[config.mk]
export PLATFORM = sky130hd
export DESIGN_NAME = uart_alu_ctrl
export DESIGN_NICKNAME = d
export VERILOG_FILES = /design/src/rtl/uart_alu_ctrl.sv
export SDC_FILE = /design/constraint.sdc
export NUM_CORES = 1
export LEC_CHECK = 0
export ABC_CLOCK_PERIOD_IN_PS = 1800
export CORE_MARGIN = 2
export CORE_UTILIZATION = 45
export CTS_CLUSTER_DIAMETER = 50
export DETAILED_ROUTE_END_ITERATION = 10
export HOLD_SLACK_MARGIN = 0.1
export PLACE_DENSITY = 0.83
export SLEW_MARGIN = 10
export SYNTH_ARGS = -nofsm -noshare
export SYNTH_HDL_FRONTEND = slang
export SYNTH_SLANG_ARGS = --single-unit
export TNS_END_PERCENT = 5
[constraint.sdc]
create_clock -name i_clk -period 1.8 [get_ports i_clk]
set_input_delay 0.18 -clock i_clk [delete_from_list [all_inputs] [get_ports i_clk]]
set_output_delay 0.18 -clock i_clk [all_outputs]
set_load 0.02 [all_outputs]
[src/rtl/uart_alu_ctrl.sv]
`default_nettype none
// ============================================================================
// Module   : uart_alu_ctrl
// Purpose  : pops a 3-byte frame (A, B, opcode) from the RX FIFO, runs it
//            through the external ALU and pushes the result to the TX FIFO.
// Revision : 1.0 - initial release
// ============================================================================
module uart_alu_ctrl #(
  parameter int                 NB_DATA    = 8,
  parameter int                 NB_OP      = 6,
  parameter int                 TIMEOUT    = 100000,
  parameter int                 NB_TIMEOUT = 17,
  parameter logic [NB_DATA-1:0] ERR_CODE   = 8'hFF
) (
  input  logic               i_clk,
  input  logic               i_reset,
  input  logic               i_rx_empty,
  input  logic [NB_DATA-1:0] i_rx_data,
  input  logic               i_tx_full,
  input  logic [NB_DATA-1:0] i_alu_result,
  output logic               o_rd_uart,
  output logic               o_wr_uart,
  output logic [NB_DATA-1:0] o_tx_data,
  output logic [NB_DATA-1:0] o_alu_a,
  output logic [NB_DATA-1:0] o_alu_b,
  output logic [NB_OP-1:0]   o_alu_op,
  output logic               o_busy,
  output logic               o_frame_error
);

  typedef enum logic [2:0] {
    S_WAIT_A  = 3'd0,
    S_WAIT_B  = 3'd1,
    S_WAIT_OP = 3'd2,
    S_EXEC    = 3'd3,
    S_SEND    = 3'd4
  } state_t;

  localparam logic [NB_TIMEOUT-1:0] c_TO_LAST = NB_TIMEOUT'(TIMEOUT - 1);
  localparam logic [NB_OP-1:0]      c_OP_ADD  = NB_OP'('h20);
  localparam logic [NB_OP-1:0]      c_OP_SUB  = NB_OP'('h22);
  localparam logic [NB_OP-1:0]      c_OP_AND  = NB_OP'('h24);
  localparam logic [NB_OP-1:0]      c_OP_OR   = NB_OP'('h25);
  localparam logic [NB_OP-1:0]      c_OP_XOR  = NB_OP'('h26);
  localparam logic [NB_OP-1:0]      c_OP_NOR  = NB_OP'('h27);
  localparam logic [NB_OP-1:0]      c_OP_SRA  = NB_OP'('h03);
  localparam logic [NB_OP-1:0]      c_OP_SRL  = NB_OP'('h02);

  state_t                  r_state;
  state_t                  w_next;
  logic [NB_TIMEOUT-1:0]   r_cnt;
  logic                    r_armed;
  logic                    r_op_valid;
  logic [NB_DATA-1:0]      r_alu_a;
  logic [NB_DATA-1:0]      r_alu_b;
  logic [NB_OP-1:0]        r_alu_op;
  logic [NB_DATA-1:0]      r_tx_data;
  logic                    w_rd;
  logic                    w_wr;
  logic                    w_ferr;
  logic                    w_cnt_clr;
  logic                    w_cnt_inc;
  logic                    w_op_ok;
  logic [NB_OP-1:0]        w_op_byte;

  assign w_op_byte = i_rx_data[NB_OP-1:0];

  always_comb begin
    w_op_ok = 1'b0;
    case (w_op_byte)
      c_OP_ADD, c_OP_SUB, c_OP_AND, c_OP_OR,
      c_OP_XOR, c_OP_NOR, c_OP_SRA, c_OP_SRL: w_op_ok = 1'b1;
      default:                                w_op_ok = 1'b0;
    endcase
  end

  always_ff @(posedge i_clk or negedge i_reset) begin
    if (!i_reset) begin
      r_state <= S_WAIT_A;
    end else begin
      r_state <= w_next;
    end
  end

  // r_armed keeps the pop strobe low while reset is held, even with bytes queued.
  always_comb begin
    w_next    = r_state;
    w_rd      = 1'b0;
    w_wr      = 1'b0;
    w_ferr    = 1'b0;
    w_cnt_clr = 1'b0;
    w_cnt_inc = 1'b0;
    case (r_state)
      S_WAIT_A: begin
        w_cnt_clr = 1'b1;
        if (!i_rx_empty && r_armed) begin
          w_rd   = 1'b1;
          w_next = S_WAIT_B;
        end
      end
      S_WAIT_B, S_WAIT_OP: begin
        if (!i_rx_empty) begin
          w_rd      = 1'b1;
          w_cnt_clr = 1'b1;
          w_next    = (r_state == S_WAIT_B) ? S_WAIT_OP : S_EXEC;
        end else if (r_cnt == c_TO_LAST) begin
          w_ferr    = 1'b1;
          w_cnt_clr = 1'b1;
          w_next    = S_WAIT_A;
        end else begin
          w_cnt_inc = 1'b1;
        end
      end
      S_EXEC: begin
        w_next = S_SEND;
      end
      S_SEND: begin
        if (!i_tx_full) begin
          w_wr   = 1'b1;
          w_next = S_WAIT_A;
        end
      end
      default: begin
        w_next = S_WAIT_A;
      end
    endcase
  end

  always_ff @(posedge i_clk or negedge i_reset) begin
    if (!i_reset) begin
      r_armed    <= 1'b0;
      r_cnt      <= '0;
      r_op_valid <= 1'b0;
      r_alu_a    <= '0;
      r_alu_b    <= '0;
      r_alu_op   <= '0;
      r_tx_data  <= '0;
    end else begin
      r_armed <= 1'b1;
      if (w_cnt_clr) begin
        r_cnt <= '0;
      end else if (w_cnt_inc) begin
        r_cnt <= r_cnt + NB_TIMEOUT'(1);
      end
      if (w_rd && (r_state == S_WAIT_A)) begin
        r_alu_a <= i_rx_data;
      end
      if (w_rd && (r_state == S_WAIT_B)) begin
        r_alu_b <= i_rx_data;
      end
      if (w_rd && (r_state == S_WAIT_OP)) begin
        r_alu_op   <= w_op_byte;
        r_op_valid <= w_op_ok;
      end
      if (r_state == S_EXEC) begin
        r_tx_data <= r_op_valid ? i_alu_result : ERR_CODE;
      end
    end
  end

  assign o_rd_uart     = w_rd;
  assign o_wr_uart     = w_wr;
  assign o_frame_error = w_ferr;
  assign o_tx_data     = r_tx_data;
  assign o_alu_a       = r_alu_a;
  assign o_alu_b       = r_alu_b;
  assign o_alu_op      = r_alu_op;
  assign o_busy        = (r_state != S_WAIT_A);

endmodule
`default_nettype wire

==> results of run 1 <==
## report_power, final
part | total, W | switching (W) | internal [W]
combinational | 0.00271 | 0.00139 | 0.00131
sequential | 0.00174 | 0.000203 | 0.00153
clock | 0.000851 | 0.000395 | 0.000455
## synth_stat cells, drive strengths merged, types with 2 or more instances
master  number
inv          5
clkbuf       4
a31oi        2
o21ai       16
and3         4
dfrtp       52
buf          7
nand4        3
nor2        15
mux2i        5
clkinv       2
a21oi       13
a22o         2
or3          2
nor3         3
nand3       14
nand2       50
nor4         2
mux2        14
nand3b       3
a21o         4
xor2         2
and4         2
## path summary, 6_finish.rpt
check                        startpoint          to  cells past startpoint
hold / removal                  i_reset   r_cnt[13]                      2
setup / recovery              r_cnt[13]  r_state[0]                      6
max in group asynchronous       i_reset  o_alu_b[0]                      3
min in group i_clk         i_rx_data[7]  o_alu_a[7]                      3
setup reg to reg              r_cnt[13]  r_state[0]                      6
hold reg to reg              o_alu_a[4]  o_alu_a[4]                      2
## sequential cells by signal (all words and copies together), names as in the netlist
name / flops
o_tx_data: 8
o_alu_op: 6
r_op_valid: 1
r_cnt: 17
r_state: 3
r_armed: 1
o_alu_a: 8
o_alu_b: 8
## area by class of cell
type                            count  share of cell area
Clock buffer                        6             0.02370
Clock inverter                      2             0.01113
Timing Repair Buffer               92              0.2463
Inverter                            7            0.007540
Tap cell                           70             0.02513
Sequential cell                    52              0.3734
Multi-Input combinational cell    171              0.3127
## per-layer routing
| metal | GRT usage | vias up | wire (um) |
|---|---|---|---|
| li1 | - | 1012 | - |
| met1 | 0.2715 | 1016 | 2517 |
| met2 | 0.3440 | 62 | 2900 |
| met3 | 0.06628 | 8 | 388 |
| met4 | 0.07143 | 0 | 68 |
| met5 | 0 | - | 0 |
## through the flow
stage	TNS, ns	std cells	area (um^2)
2_1_floorplan	0	241	2451
3_3_place_gp	-1.178	391	3319
3_5_place_dp	-2.451	391	3319
4_1_cts	-1.874	400	3470
5_1_grt	-3.099	400	3485
6_report	-1.718	400	3485
## kinds of logic (layout without fill, tap and decap cells)
| group | count (synthesis) | count (layout) | share of synthesized area |
|---|---|---|---|
| fa+ha+maj | 1 | 1 | 0.005112 |
| buf+inv | 18 | 107 | 0.03834 |
| xor+xnor | 3 | 3 | 0.01074 |
| compound gates | 41 | 41 | 0.1023 |
| other cells | 1 | 1 | 0.001532 |
| mux | 19 | 19 | 0.08487 |
| simple gates | 106 | 106 | 0.2255 |
| flops | 52 | 52 | 0.5317 |
## cell usage in the layout (no fill, tap or decap), drive strengths merged, types with 3 or more instances in the layout
cell type       n
mux2           14
nor2           15
clkinv          3
nand4           3
and3            4
nand3b          3
buf            41
clkdlybuf4s50  48
a21oi          13
clkbuf          7
a21o            4
dfrtp          52
nand3          14
mux2i           5
nor3            3
nand2          50
inv             5
o21ai          16
## critical path: stages (launching register included)
cell,delay (ns)
dfrtp_1,0.39
or4b_4,0.56
nor4_4,0.17
buf_4,0.15
a21oi_2,0.07
buf_12,0.16
o32a_2,0.36
## timing repair
action	in CTS	in global routing
buffers inserted	0	0
hold buffers	1	0
pin swaps	1	1
gates resized for setup	20	8
endpoints found under the hold margin	21	0
setup endpoints to repair	21	24
==> metrics.md, run 1 <==
| Metric | Value |
|---|---|
| Critical path launch point type | flop |
| Mapped Area | 0.002447 mm^2 |
| All-Layer GR Usage | 0.2128 |
| TritonCTS Buffers | 5 |
| First-pass DRT Iterations | 4 |
| Final Hold Fails | 0 |
| Final WL | 5874 um |
| Initial core utilization | 0.4731 |
| Worst skew pair latency | 0.30 ns |
| Routed len/inst | 14.69 um |
| Root Buffer | clkbuf_8 |
| Layout Area Growth over Synthesis | 42.38% |
| Die Ht | 77.75 um |
| Die X | 77.75 um |
| Peak supply drop | 1172 uV |
| RSZ-0062 raised after global routing | true |
| Critical Path Sink Type | flop |
| Fill count | 382 |
| WHS | 0.3659 ns |
| CTS tree | done |
| Async S/R FF share, synth | 1.000 |
| First-pass GRT wire length | 10190 um |
| ANT cells | 0 |
| # rows | 26 |
| Place WS | -0.3069 ns |
| Core area | 0.005172 mm^2 |
| WP data required | 1.99 ns |
| Vias in the first global route | 2163 |
| FF-to-FF setup slack | -0.18 ns |
| Share of layout cells above drive strength 1 | 0.2636 |
| Top-area cell type share of the netlist area | 0.5317 |
| Max cap viols | 0 |
| Total gr overflow | 0 |
| Maximum root-to-sink buffer count | 2 |
| Die area | 0.006044 mm^2 |
| Setup Skew | 0.003129 ns |
| Final worst slack | -0.1756 ns |
| DP Wirelength | 4332 um |
| Clk sink count | 52 |
| PD cells | 1519 mW/mm^2 |
| Area leader, netlist | dfrtp_1 |
| Cells after synthesis | 241 |
| IO Count | 54 |
| H-tree Lvls | 2 |
| Status | complete, but fails checks |
| Post-layout net count | 350 |
| Main area contributors after synthesis | dfrtp_1, nand2_1, mux2_2 |
| Seq/Total Area, Yosys | 0.5317 |
| Final GP Congestion | 0.8491 |
| Slew @ Worst Pin | 0.5551 ns |
| Peak fanout along the critical path | 13 |
| Vias per Instance | 5.245 |
| Via count | 2098 |
| Largest net degree at the start of global routing | 32 |
| Yosys warns | 0 |
| Antenna Nets Post-Route | 0 |
| I/O Buffers | 53 |
| Slew Viols, Final | 0 |
| Syn_nets | 262 |
| Multi-input logic area | 0.001090 mm^2 |
| Fmax | 0.5062 GHz |
| Initial antenna violation count | 0 |
| 1st-iter DRT viols | 95 |
| Leakage dissipation | 1.595 nW |
| Crit Path Class | reg -> reg |
| Post-synth EDFFs | 0 |
| Post-Syn Area per Cell | 10.15 um^2 |
| HP Class | in -> async |
| Clock-pin slew on the worst setup and hold paths | 0.09 ns |
| Seq cells post-synth | 52 |
| Max-slew headroom | 0.6288 |
| Pwr Total | 0.005293 W |
| Residual DRC | 0 |
| Tmin final | 1.976 ns |
| Final Cycle Share | 1.098 |
| Worst EP arrival | 2.17 ns |
| Failing checks | setup timing |
| Top_reg_cell synth | dfrtp_1 |
| Count of cell types in the netlist | 44 |
| Final core utilization | 0.6737 |
| Final Setup Violations | 18 |
| Register area | 0.001301 mm^2 |
Power figures use the tool's default switching activity.
==> run 2: changes to the inputs <==
--- a/config.mk
+++ b/config.mk
@@ -7,11 +7,12 @@
 export LEC_CHECK = 0
 export ABC_CLOCK_PERIOD_IN_PS = 1800
 export CORE_MARGIN = 2
-export CORE_UTILIZATION = 45
+export CORE_UTILIZATION = 56
 export CTS_CLUSTER_DIAMETER = 50
 export DETAILED_ROUTE_END_ITERATION = 10
+export DONT_BUFFER_PORTS = 1
 export HOLD_SLACK_MARGIN = 0.1
-export PLACE_DENSITY = 0.83
+export PLACE_DENSITY = 0.82
 export SLEW_MARGIN = 10
 export SYNTH_ARGS = -nofsm -noshare
 export SYNTH_HDL_FRONTEND = slang
==> run 2 against run 1 <==
Net effect:
- the flow still finishes with violations (setup timing)
- setup slack better by 0.016 ns
- highest routed layer unchanged
- non-clock buffer count down 43
- clock skew up 0.0023 ns
- via count down 4.1%
==> metrics.md, run 2 (synthesis gave the netlist of run 1 again) <==
| Metric | Value |
|---|---|
| # rows | 24 (-7.7%) |
| Layout Area Growth over Synthesis | 27.51% |
| Peak supply drop | 1049 uV (-10%) |
| Critical Path Sink Type | flop |
| Die X | 70.11 um (-9.8%) |
| DP Wirelength | 3660 um (-16%) |
| Via count | 2012 (-4.1%) |
| Switching share of power | 0.4206 (+0.04405) |
| Vias per Instance | 5.935 (+13%) |
| DP Area | 0.002641 mm^2 (-20%) |
| Failing checks | setup timing |
| Clock power frac | 0.175 (+0.014) |
| Slew Viols, Final | 0 (unchanged) |
| Final WL | 5895 um (+0.36%) |
| WHS | 0.1570 ns (-0.2089 ns) |
| Final GP Congestion | 0.8302 (-2.2%) |
| Crit Path Class | reg -> reg |
| Final Cycle Share | 1.089 (-0.008752) |
| Top delay family on crit path | simple AND/OR/NAND/NOR gates |
| Clock-pin slew on the worst setup and hold paths | 0.10 ns (about the same) |
| Worst path max stage delay | 0.55 ns (about the same) |
| Final core utilization | 0.7267 (+0.05301) |
| Share of layout cells above drive strength 1 | 0.2962 (+0.03253) |
| Fmax | 0.5102 GHz (+0.80%) |
| WP data required | 2.01 ns (+0.02 ns) |
| Peak fanout along the critical path | 9 (-4) |
| Die Ht | 70.11 um (-9.8%) |
| Seq pwr share | 0.469 (+0.141) |
| Post-route cell area | 0.003120 mm^2 (-10%) |
| Clk sink count | 52 (unchanged) |
| Critical path launch point type | flop |
| 1st-iter DRT viols | 147 (+55%) |
| Combinational Power Share | 0.356 (-0.155) |
| Final worst slack | -0.1599 ns (+0.01575 ns) |
| Final Hold Fails | 0 (unchanged) |
| All-Layer GR Usage | 0.2573 (+0.04445) |
| Routed len/inst | 17.39 um (+18%) |
| Top reg by flops | r_cnt |
| Sum Neg Setup Slack | -1.097 ns (+0.6207 ns) |
| I/O Buffers | 0 (-100%) |
| Leakage dissipation | 1.420 nW (-11%) |
| Register area | 0.001301 mm^2 (unchanged) |
| Max-slew headroom | 0.6364 (+0.007569) |
| Pwr Total | 0.004686 W (-11%) |
| CTS tree | done |
| Max cap viols | 0 (unchanged) |
| ANT cells | 0 (unchanged) |
| Initial core utilization | 0.5699 (+0.09678) |
| Internal | 0.002715 W (-18%) |
| Status | complete, but fails checks |
| Residual DRC | 0 (unchanged) |
| Worst Path Buf+Inv | 2 (unchanged) |
| Worst-path cell chain | or4b_4 -> nor4_4 -> buf_4 -> a21oi_4 -> buf_12 -> a21o_1 -> a22o_1 |
| Initial antenna violation count | 0 (unchanged) |
| Critical path's slowest cell | or4b_4 |
| Vias in the first global route | 2077 (-4.0%) |
| Slew @ Worst Pin | 0.5438 ns (-0.01132 ns) |
| Die area | 0.004915 mm^2 (-19%) |
| H-tree Lvls | 2 (unchanged) |
| Most frequent cells in the layout | dfrtp_1, nand2_1, buf_4, dlygate4sd3_1, mux2_2 |
| Antenna Nets Post-Route | 0 (unchanged) |
| First-pass DRT Iterations | 4 (unchanged) |
| Fill count | 288 (-25%) |
| Maximum root-to-sink buffer count | 2 (unchanged) |
| Multi-input logic area | 0.001136 mm^2 (+4.2%) |
| Core area | 0.004294 mm^2 (-17%) |
| PD cells | 1502 mW/mm^2 (-1.1%) |
| IO Count | 54 (unchanged) |
| Leading cell type in the layout, fill and taps excluded | dfrtp_1 |
| First-pass GRT wire length | 9963 um (-2.2%) |
| Final Setup Violations | 15 (-3) |
| Setup Skew | 0.005465 ns (+0.002337 ns) |
| Post-layout net count | 307 (-12%) |
| Largest net degree at the start of global routing | 53 (+66%) |
| TritonCTS Buffers | 5 (unchanged) |
| Root Buffer | clkbuf_8 |
| RSZ-0062 raised after global routing | true |
| Psw | 0.001971 W (-1.1%) |
| HP Class | in -> reg |
| Worst skew pair latency | 0.31 ns (about the same) |
| Max reg flops | 17 (unchanged) |
| Worst EP arrival | 2.17 ns (about the same) |
| Total gr overflow | 0 (unchanged) |
| Tmin final | 1.960 ns (-0.01575 ns) |
==> run 2: cell count changes in the layout (fill, tap and decap cells not counted), sizes merged <==
cell | before | now
clkdlybuf4s50 | 48 | 0
dlygate4sd3 | 1 | 19
buf | 41 | 29
clkbuf | 7 | 6
clkinv | 3 | 2
clkinvlp | 0 | 1
dlygate4sd2 | 1 | 0
inv | 5 | 6
==> run 2: power groups by stage <==
stage / logic, W / clock network (W) / registers [W]
floorplan: 0.00104 / 0 / 0.00212
global placement: 0.00129 / 0 / 0.00220
detailed placement: 0.00136 / 0 / 0.00221
CTS: 0.00158 / 0.000832 / 0.00219
global route: 0.00180 / 0.000875 / 0.00224
finish: 0.00167 / 0.000822 / 0.00220
==> run 2: path summary, 6_finish.rpt <==
check                      slack (ns)  cells after the start    startpoint    endpoint
setup / recovery                -0.16                      7     r_cnt[13]    r_cnt[5]
min in group asynchronous        0.39                      2       i_reset    r_cnt[5]
setup reg to reg                -0.16                      7     r_cnt[13]    r_cnt[5]
hold reg to reg                  0.56                      1      r_cnt[2]    r_cnt[2]
max in group asynchronous        1.19                      2       i_reset  r_state[2]
hold / removal                   0.16                      3  i_rx_data[3]  r_op_valid
==> run 2: repair_timing <==
action,CTS,global route
gates cloned,1,0
hold buffers,20,0
hold endpoints to repair,86,0
endpoints found under the setup margin,13,23
pin swaps,8,3
setup buffers,3,1
gates resized for setup,12,16
==> run 2: worst register-to-register path, stage by stage, from the launching register on <==
cell and delay [ns]:
dfrtp_1 0.39, or4b_4 0.55, nor4_4 0.19, buf_4 0.17
a21oi_4 0.08, buf_12 0.16, a21o_1 0.15, a22o_1 0.17
==> run 2: cell type report <==
cell class | count | share of cell area
tap | 52 | 0.02085
timing repair buffer | 49 | 0.1516
multi-input combinational | 171 | 0.3641
clock inverter | 3 | 0.01484
sequential | 52 | 0.4170
clock buffer | 5 | 0.02205
inverter | 7 | 0.009623
==> run 2: stage by stage <==
stage / setup WS [ns] / instances
after CTS: -0.2388 / 338
final: -0.1599 / 339
after global placement: -0.03398 / 306
after detailed placement: -0.1012 / 306
after floorplan: 0.01999 / 241
after global routing: -0.2113 / 339
==> run 2: metal layers <==
layer,GRT usage,up-vias,part of all wire
li1,-,921,-
met1,0.3276,998,0.42
met2,0.4085,75,0.49
met3,0.07504,18,0.063
met4,0.1154,0,0.028
met5,0,-,0
